$ cat src/rtl/mux_scan_ctrl.sv
// Scans the enabled channels of an external 2**swidth:1 mux and captures one sample per channel.
// Latency: first capture DWELL edges after the start edge, then one capture every DWELL edges.
// Backpressure: none; the consumer must accept every dout_valid pulse, and stop aborts at once.
//
// Ports:
//   clk, rst_n         clock and asynchronous active-low reset
//   start, stop        level-sampled scan request / abort (stop wins)
//   mode               0 = single pass, 1 = continuous (sampled at start)
//   ch_en              channel enable mask (sampled at start)
//   din                mux output; sel drives the mux select
//   dout, dout_ch      captured sample and its channel, qualified by dout_valid
//   busy, done         scanning flag and single-pass completion pulse
module mux_scan_ctrl #(
  parameter int width  = 4,
  parameter int swidth = 4,
  parameter int DWELL  = 2
) (
  input  logic                   clk,
  input  logic                   rst_n,
  input  logic                   start,
  input  logic                   stop,
  input  logic                   mode,
  input  logic [2**swidth-1:0]   ch_en,
  input  logic [width-1:0]       din,
  output logic [swidth-1:0]      sel,
  output logic [width-1:0]       dout,
  output logic [swidth-1:0]      dout_ch,
  output logic                   dout_valid,
  output logic                   busy,
  output logic                   done
);

  localparam int nch = 2**swidth;

  typedef enum logic [1:0] {IDLE, SCAN, DONE} state_t;

  state_t            state;
  logic [7:0]        cnt;
  logic [nch-1:0]    mask_r;
  logic              mode_r;
  logic [swidth-1:0] first_new;
  logic [swidth-1:0] first_lat;
  logic [swidth-1:0] next_ch;
  logic              has_next;

  function automatic logic [swidth-1:0] lowest(input logic [nch-1:0] m);
    logic [swidth-1:0] r;
    r = '0;
    // Descending walk so the lowest set bit is the last one written.
    for (int i = nch - 1; i >= 0; i--) begin
      if (m[i]) r = swidth'(i);
    end
    return r;
  endfunction

  assign first_new = lowest(ch_en);
  assign first_lat = lowest(mask_r);

  // Next enabled channel strictly above sel; falls back to the lowest
  // enabled channel, which is the wrap target in continuous mode.
  always_comb begin
    has_next = 1'b0;
    next_ch  = first_lat;
    for (int i = nch - 1; i >= 0; i--) begin
      if (mask_r[i] && (i > int'(sel))) begin
        has_next = 1'b1;
        next_ch  = swidth'(i);
      end
    end
  end

  always_ff @(posedge clk or negedge rst_n) begin
    if (!rst_n) begin
      state      <= IDLE;
      cnt        <= '0;
      mask_r     <= '0;
      mode_r     <= 1'b0;
      sel        <= '0;
      dout       <= '0;
      dout_ch    <= '0;
      dout_valid <= 1'b0;
      busy       <= 1'b0;
      done       <= 1'b0;
    end else begin
      dout_valid <= 1'b0;
      done       <= 1'b0;
      case (state)
        IDLE: begin
          if (start && !stop && (|ch_en)) begin
            mask_r <= ch_en;
            mode_r <= mode;
            sel    <= first_new;
            cnt    <= '0;
            busy   <= 1'b1;
            state  <= SCAN;
          end
        end
        SCAN: begin
          if (stop) begin
            // Abort wins over a coincident capture; dout/dout_ch hold.
            state <= IDLE;
            busy  <= 1'b0;
            sel   <= '0;
            cnt   <= '0;
          end else if (cnt == 8'(DWELL - 1)) begin
            cnt        <= '0;
            dout       <= din;
            dout_ch    <= sel;
            dout_valid <= 1'b1;
            if (has_next || mode_r) begin
              sel <= next_ch;
            end else begin
              // Last channel of a single pass: done pulses on the next edge
              // so it never overlaps dout_valid.
              sel   <= '0;
              state <= DONE;
            end
          end else begin
            cnt <= cnt + 8'd1;
          end
        end
        DONE: begin
          busy  <= 1'b0;
          done  <= 1'b1;
          state <= IDLE;
        end
        default: state <= IDLE;
      endcase
    end
  end

endmodule

$ cat config.mk
export PLATFORM = sky130hd
export DESIGN_NAME = mux_scan_ctrl
export DESIGN_NICKNAME = d
export VERILOG_FILES = /design/src/rtl/mux_scan_ctrl.sv
export SDC_FILE = /design/constraint.sdc
export NUM_CORES = 1
export LEC_CHECK = 0
export CAP_MARGIN = 20
export CORE_MARGIN = 2
export CORE_UTILIZATION = 38
export DETAILED_ROUTE_END_ITERATION = 8
export PLACE_DENSITY_LB_ADDON = 0.2
export SLEW_MARGIN = 20
export SYNTH_ARGS = -nofsm -noshare
export SYNTH_HDL_FRONTEND = slang
export SYNTH_SLANG_ARGS = --single-unit
$ cat constraint.sdc
create_clock -name clk -period 3.13 [get_ports clk]
set_input_delay 0.4695 -clock clk [delete_from_list [all_inputs] [get_ports clk]]
set_output_delay 0.4695 -clock clk [all_outputs]
set_load 0.01 [all_outputs]
==> results.sh, run 1 <==
export IMPL_ys_types=67
export IMPL_nFillCells=686
export IMPL_final_setup_tns_ns=0
export IMPL_synth_warnings=0
export IMPL_rsz0062_at_grt="no"
export IMPL_cts_tree="built"
export IMPL_end_kind="flip-flop"
export IMPL_p_total_w=0.003065
export IMPL_path_clk_slew_ns=0.10
export IMPL_cts_root_buf="clkbuf_8"
export IMPL_fmax_mhz=429.2
export IMPL_netlist_top_cells_area="dfrtp_1, mux2_1, nand2_1"
export IMPL_antenna_found_initial=0
export IMPL_wl_per_cell_um=15.73
export IMPL_dr_total_vias=2323
export IMPL_hpwl_mm=5.061
export IMPL_avgSynthCellArea_um2=9.877
export IMPL_ys_seq_elements=42
export IMPL_final_nets=352
export IMPL_p_int_w=0.001691
export IMPL_crit_slowest_cell="dfrtp_1"
export IMPL_powerDensity_nw_per_um2=918.8
export IMPL_grt_use_total_pct=16.65
export IMPL_core_region_area_um2=7176
export IMPL_synth_most_common_cell="dfrtp_1"
export IMPL_yosys_top_cells_count="dfrtp_1, nand2_1, nor2_1"
export IMPL_grt_first_pass_wirelength_mm=11.05
export IMPL_ys_flop_type="dfrtp_1"
export IMPL_arrival_ns=2.55
export IMPL_path_cells="a21boi_0 -> o21ai_2 -> nor4bb_1 -> a21oi_2 -> nor3_2 -> mux2i_1"
export IMPL_drv_cap=0
export IMPL_required_ns=3.35
export IMPL_wl_met3_um=284
export IMPL_clock_sinks=42
export IMPL_clkPwrFrac_pct=11.9
export IMPL_routed_top_layer="met4"
export IMPL_drc=0
export IMPL_die_w_um=89.77
export IMPL_status="completed"
export IMPL_critical_path_class="reg2reg"
export IMPL_synth_top_area_share_pct=37.60
export IMPL_fin_skew_ns=0.01261
export IMPL_critPathMaxFanout=17
export IMPL_hold_buffers=0
export IMPL_gr_total_overflow=0
export IMPL_setup_viol=0
export IMPL_worst_setup_path_start_kind="flip-flop"
export IMPL_gp_congestion=0.8212
export IMPL_drive_above_1_share_pct=13.98
export IMPL_vias_per_cell=5.518
export IMPL_postCtsSetupRepairBufs=0
export IMPL_netSwitchingPower_w=0.001373
export IMPL_hp_class="in2async"
export IMPL_dr_pass1_iters=4
export IMPL_final_max_slew_viol_count=0
export IMPL_syn_to_final_growth_pct=19.34
export IMPL_hold_violations=0
export IMPL_ant_nets=0
export IMPL_slew_headroom_pct=36.40
export IMPL_m1WireLength_mm=3.175
export IMPL_cpPeakStageDelay_ns=0.74
export IMPL_wl_met2_mm=3.125
export IMPL_port_buffers=39
export IMPL_die_y_um=89.77
export IMPL_synth_edf_count=0
export IMPL_fin_crit_ns=2.330
export IMPL_worstMarginPinSlew_ns=0.9539
export IMPL_max_vdd_ir_drop_uv=440.0
export IMPL_drt_wl_total_mm=6.623
export IMPL_cts_buffers=5
export IMPL_finalCritPeriodShare_pct=74.44
export IMPL_initial_core_util_pct=38.95
export IMPL_rows=31
export IMPL_clockBufferDepth=2
export IMPL_grt_start_max_net_pins=43
export IMPL_clk_insertion_delay_late_ns=0.30
export IMPL_pwr_share_comb_pct=51.0
export IMPL_h_tree_depth=2
export IMPL_ios=40
export IMPL_power_share_sequential_pct=37.1
export IMPL_fp_dieArea_um2=8058
export IMPL_synth_area_um2=2795
export IMPL_syn_num_nets=314
export IMPL_insertedDiodeCount=0
export IMPL_leakagePower_nw=1.279
export IMPL_drtIter0Drc=143
export IMPL_synthArstFlopShare_pct=100.0
export IMPL_grt_pass1_vias=2166
export IMPL_p_sw_share_pct=44.81
export IMPL_yosysSeqAreaShare_pct=37.60
export IMPL_cts_resized=0
export IMPL_yosysTopAreaCell="dfrtp_1"
export IMPL_syn_inst=283
==> critical path: cells and delay by family, from the launching register on <==
kind / cells / cell delay, ns
simple gates: 2 / 0.57
flops: 1 / 0.74
mux: 1 / 0.22
compound gates: 3 / 0.72
==> routing by layer <==
metal | track usage [%] | up-vias
li1 | - | 1134
met1 | 23.99 | 1130
met2 | 26.83 | 55
met3 | 2.431 | 4
met4 | 3.462 | 0
met5 | 0 | -
==> kinds of logic (layout without fill, tap and decap cells) <==
family                   Yosys count  count (layout)  share of synthesized area (%)
AO/OA/AOI/OAI                     77              77                          22.34
XOR/XNOR                           2               2                         0.6268
adder cells (fa/ha/maj)            6               6                          2.686
buffers and inverters             19              58                          3.939
flip-flops                        42              42                          37.60
multiplexers                      22              22                          9.221
AND/OR/NAND/NOR                  115             115                          23.59
==> sequential cells by signal (all words and copies together), names as in the netlist <==
register    count
busy            1
state           2
cnt             8
dout            4
mode_r          1
done            1
dout_valid      1
dout_ch         4
mask_r         16
sel             4
==> final timing paths <==
path                                     start  slack, ns  cells after the start                endpoint
max                         sel[1]$_DFFE_PN0P_       0.80                      6    state[1]$_DFFE_PN0P_
min                                      rst_n       0.31                      1     dout[3]$_DFFE_PN0P_
max reg2reg                 sel[1]$_DFFE_PN0P_       0.80                      6    state[1]$_DFFE_PN0P_
max in group asynchronous                rst_n       2.21                      1  mask_r[11]$_DFFE_PN0P_
min in group clk           dout[2]$_DFFE_PN0P_       0.49                      2     dout[2]$_DFFE_PN0P_
min reg2reg                dout[2]$_DFFE_PN0P_       0.49                      2     dout[2]$_DFFE_PN0P_
==> power by group through the flow <==
stage / Sequential [W] / Combinational, W / Clock [W]
floorplan: 0.000997 / 0.00122 / 0
global placement: 0.00114 / 0.00155 / 0
detailed placement: 0.00114 / 0.00156 / 0
CTS: 0.00113 / 0.00157 / 0.000379
global route: 0.00119 / 0.00172 / 0.000402
finish: 0.00114 / 0.00156 / 0.000366
==> layout make-up <==
class                           count  area (um^2)  area share, %
Timing Repair Buffer               41        400.4          12.00
Multi-Input combinational cell    222         1634          48.99
Clock inverter                      3        23.77         0.7127
Inverter                            9        33.78          1.013
Tap cell                           99        123.9          3.713
Clock buffer                        5        68.82          2.063
Sequential cell                    42         1051          31.51
==> metrics by stage <==
stage	setup slack [ns]	area, um^2	util, %	cells	hold slack (ns)
finish	0.8000	3336	46.49	421	0.3074
global route	0.6193	3336	46.49	421	0.3876
CTS	0.7748	3336	46.49	421	0.3494
detailed placement	0.5349	3243	45.20	413	0.4666
global placement	0.5861	3243	45.20	413	0.4584
floorplan	1.175	2795	-	283	0.1739
==> layout by cell type, fill, tap and decap left out, types with 3 or more instances in the layout <==
cell type / count
ha_1: 6
a21o_1: 4
o211ai_1: 3
or3_1: 3
o21ai_0: 10
clkbuf_8: 5
nor2_1: 25
o21ai_1: 4
nand2_1: 28
dfrtp_1: 42
nor3_1: 7
nor2b_1: 6
nand3_1: 5
a221oi_1: 5
nand2b_1: 15
o31ai_1: 7
inv_1: 8
clkdlybuf4s50_1: 38
a21oi_1: 11
mux2_1: 11
nor4_1: 6
mux2_2: 9
(Power assumes the default switching activity.)
==> run 2: changes to the inputs <==
==> constraint.sdc (replaced) <==
create_clock -name clk -period 1.9 [get_ports clk]
set_input_delay 0.285 -clock clk [delete_from_list [all_inputs] [get_ports clk]]
set_output_delay 0.285 -clock clk [all_outputs]
set_load 0.01 [all_outputs]
==> run 2 against run 1 <==
  * The flow now finishes with violations (negative setup slack)
  * Power increased by 110%
  * Fmax is 22% higher
  * Sequential share of layout area is 6.2 points lower
  * Worst hold slack got worse by 0.27 ns
  * Clock power grew 61%
  * Clock skew increased by 0.0040 ns
  * Critical path type unchanged
  * Largest cell class unchanged
  * Highest routed layer unchanged
==> results.sh, run 2 (synthesis gave the netlist of run 1 again) <==
export IMPL_drc=0
export IMPL_gr_total_overflow=0
export IMPL_h_tree_depth=2
export IMPL_critPathMaxFanout=6
export IMPL_regToRegSetupSlack_ns=-0.01
export IMPL_finalCritPeriodShare_pct=100.6
export IMPL_drive_above_1_share_pct=37.75
export IMPL_dr_total_vias=2645
export IMPL_fin_util_pct=58.10
export IMPL_path_cells="nand2b_4 -> a311oi_4 -> nor4_4 -> a2111oi_2 -> buf_4 -> a41oi_2 -> a21oi_2"
export IMPL_final_nets=438
export IMPL_grt_start_max_net_pins=43
export IMPL_use_met2_pct=31.69
export IMPL_hpwl_mm=5.865
export IMPL_pwr_share_comb_pct=64.5
export IMPL_hp_class="in2async"
export IMPL_use_met3_pct=2.934
export IMPL_fp_dieArea_um2=8058
export IMPL_largest_register_ff_count=16
export IMPL_vias_per_cell=5.217
export IMPL_r2r_cells=7
export IMPL_fmax_mhz=523.2
export IMPL_setup_slack_ns=-0.01125
export IMPL_dp_cells=489
export IMPL_holdWs_ns=0.03444
export IMPL_largest_register="mask_r"
export IMPL_worstMarginPinSlew_ns=0.5529
export IMPL_grt_pass1_vias=2637
export IMPL_ios=40
export IMPL_rsz0062_at_grt="yes"
export IMPL_port_buffers=39
export IMPL_clk_insertion_delay_late_ns=0.30
export IMPL_powerDensity_nw_per_um2=1551
export IMPL_netSwitchingPower_w=0.002700
export IMPL_wl_per_cell_um=15.07
export IMPL_gp_congestion=0.8304
export IMPL_end_kind="flip-flop"
export IMPL_path_clk_slew_ns=0.10
export IMPL_nFillCells=636
export IMPL_p_total_w=0.006467
export IMPL_drv_cap=0
export IMPL_violations="negative setup slack"
export IMPL_drtIter0Drc=142
export IMPL_power_share_sequential_pct=26.4
export IMPL_fin_crit_ns=1.911
export IMPL_worst_setup_path_start_kind="flip-flop"
export IMPL_ant_nets=0
export IMPL_clock_sinks=42
export IMPL_finalNonFillerCells=507
export IMPL_p_int_w=0.003767
export IMPL_die_w_um=89.77
export IMPL_required_ns=2.13
export IMPL_rows=31
export IMPL_insertedDiodeCount=0
export IMPL_setup_viol=2
export IMPL_syn_to_final_growth_pct=49.15
export IMPL_final_cell_mix="buf_4, dfrtp_1, clkdlybuf4s50_1"
export IMPL_dr_pass1_iters=4
export IMPL_leakagePower_nw=1.774
export IMPL_final_max_slew_viol_count=0
export IMPL_clockBufferDepth=2
export IMPL_arrival_ns=2.15
export IMPL_place_ws_ns=-0.3491
export IMPL_die_y_um=89.77
export IMPL_met1_usage_pct=25.48
export IMPL_slew_headroom_pct=63.14
export IMPL_p_sw_share_pct=41.75
export IMPL_status="complete, but fails checks"
export IMPL_grt_first_pass_wirelength_mm=12.48
export IMPL_clkPwrFrac_pct=9.1
export IMPL_cts_buffers=5
export IMPL_cpPeakStageDelay_ns=0.47
export IMPL_timing_rr_end="sel[3]$_DFFE_PN0P_"
export IMPL_initial_core_util_pct=38.95
export IMPL_cts_root_buf="clkbuf_8"
export IMPL_max_vdd_ir_drop_uv=794.4
export IMPL_grt_use_total_pct=18.85
export IMPL_cts_tree="built"
export IMPL_antenna_found_initial=0
export IMPL_final_common_cell="buf_4"
export IMPL_reg_top3="mask_r (16), cnt (8)"
export IMPL_drt_wl_total_mm=7.643
export IMPL_top_usage_layer="met2"
export IMPL_rr_startpoint="sel[0]$_DFFE_PN0P_"
export IMPL_fin_skew_ns=0.01664
export IMPL_critical_path_class="reg2reg"
export IMPL_crit_slowest_cell="dfrtp_2"
export IMPL_hold_violations=0
export IMPL_core_region_area_um2=7176
[run 2: changes by cell type in the layout (fill, tap and decap cells not counted), moves of 3 or more]
cell | previous run | this run
nor2_1 | 25 | 22
dfrtp_2 | 0 | 4
dfrtp_1 | 42 | 38
buf_4 | 2 | 84
nor4_4 | 2 | 5
nor2_2 | 0 | 3
[run 2: repair_timing]
item                       4_1_cts  5_1_grt
resized for setup               15       21
setup endpoints to repair       19       17
hold buffers                     0        0
buffers inserted                 3        7
pin swaps                        7       12
[run 2: metal layers]
| layer | up-vias | routed length (um) | share of wire, % |
|---|---|---|---|
| li1 | 1304 | - | - |
| met1 | 1272 | 3480 | 46 |
| met2 | 54 | 3714 | 49 |
| met3 | 15 | 299 | 3.9 |
| met4 | 0 | 149 | 1.9 |
| met5 | - | 0 | 0 |
[run 2: how the worst max path moves through the flow]
stage	slack [ns]	from	end
CTS	-0.02	mask_r[5]$_DFFE_PN0P_	sel[2]$_DFFE_PN0P_
global placement	-0.31	ch_en[8]	mask_r[10]$_DFFE_PN0P_
global route	-0.11	sel[0]$_DFFE_PN0P_	state[1]$_DFFE_PN0P_
detailed placement	-0.35	ch_en[8]	mask_r[10]$_DFFE_PN0P_
floorplan	0.07	state[1]$_DFFE_PN0P_	sel[0]$_DFFE_PN0P_
finish	-0.01	sel[0]$_DFFE_PN0P_	sel[3]$_DFFE_PN0P_
[run 2: final cells by class]
type / instances / area [um^2] / area share [%]
clock buffers: 5 / 68.82 / 1.651
clock inverters: 3 / 21.27 / 0.5102
inverters: 9 / 33.78 / 0.8103
multi-input cells: 222 / 1782 / 42.74
flip-flops and latches: 42 / 1056 / 25.33
well taps: 99 / 123.9 / 2.971
repair buffers: 127 / 1084 / 25.99
[run 2: through the flow]
stage	cell area, um^2	setup TNS, ns
2_1_floorplan	2796	0
3_3_place_gp	3839	-7.374
3_5_place_dp	3839	-8.533
4_1_cts	4039	-0.03816
5_1_grt	4169	-0.4489
6_report	4169	-0.01578
[run 2: power by group through the flow]
| stage | clock [W] | sequential, W | combinational (W) |
|---|---|---|---|
| floorplan | 0 | 0.00164 | 0.00202 |
| global placement | 0 | 0.00166 | 0.00358 |
| detailed placement | 0 | 0.00167 | 0.00364 |
| CTS | 0.000600 | 0.00169 | 0.00382 |
| global route | 0.000649 | 0.00176 | 0.00452 |
| finish | 0.000590 | 0.00171 | 0.00417 |
[run 2: worst max-delay path, delay by kind of cell (launching register included)]
kind,cells,cell delay (ns)
flip-flops,1,0.47
buffers and inverters,1,0.17
AND/OR/NAND/NOR,2,0.26
AO/OA/AOI/OAI,4,0.93
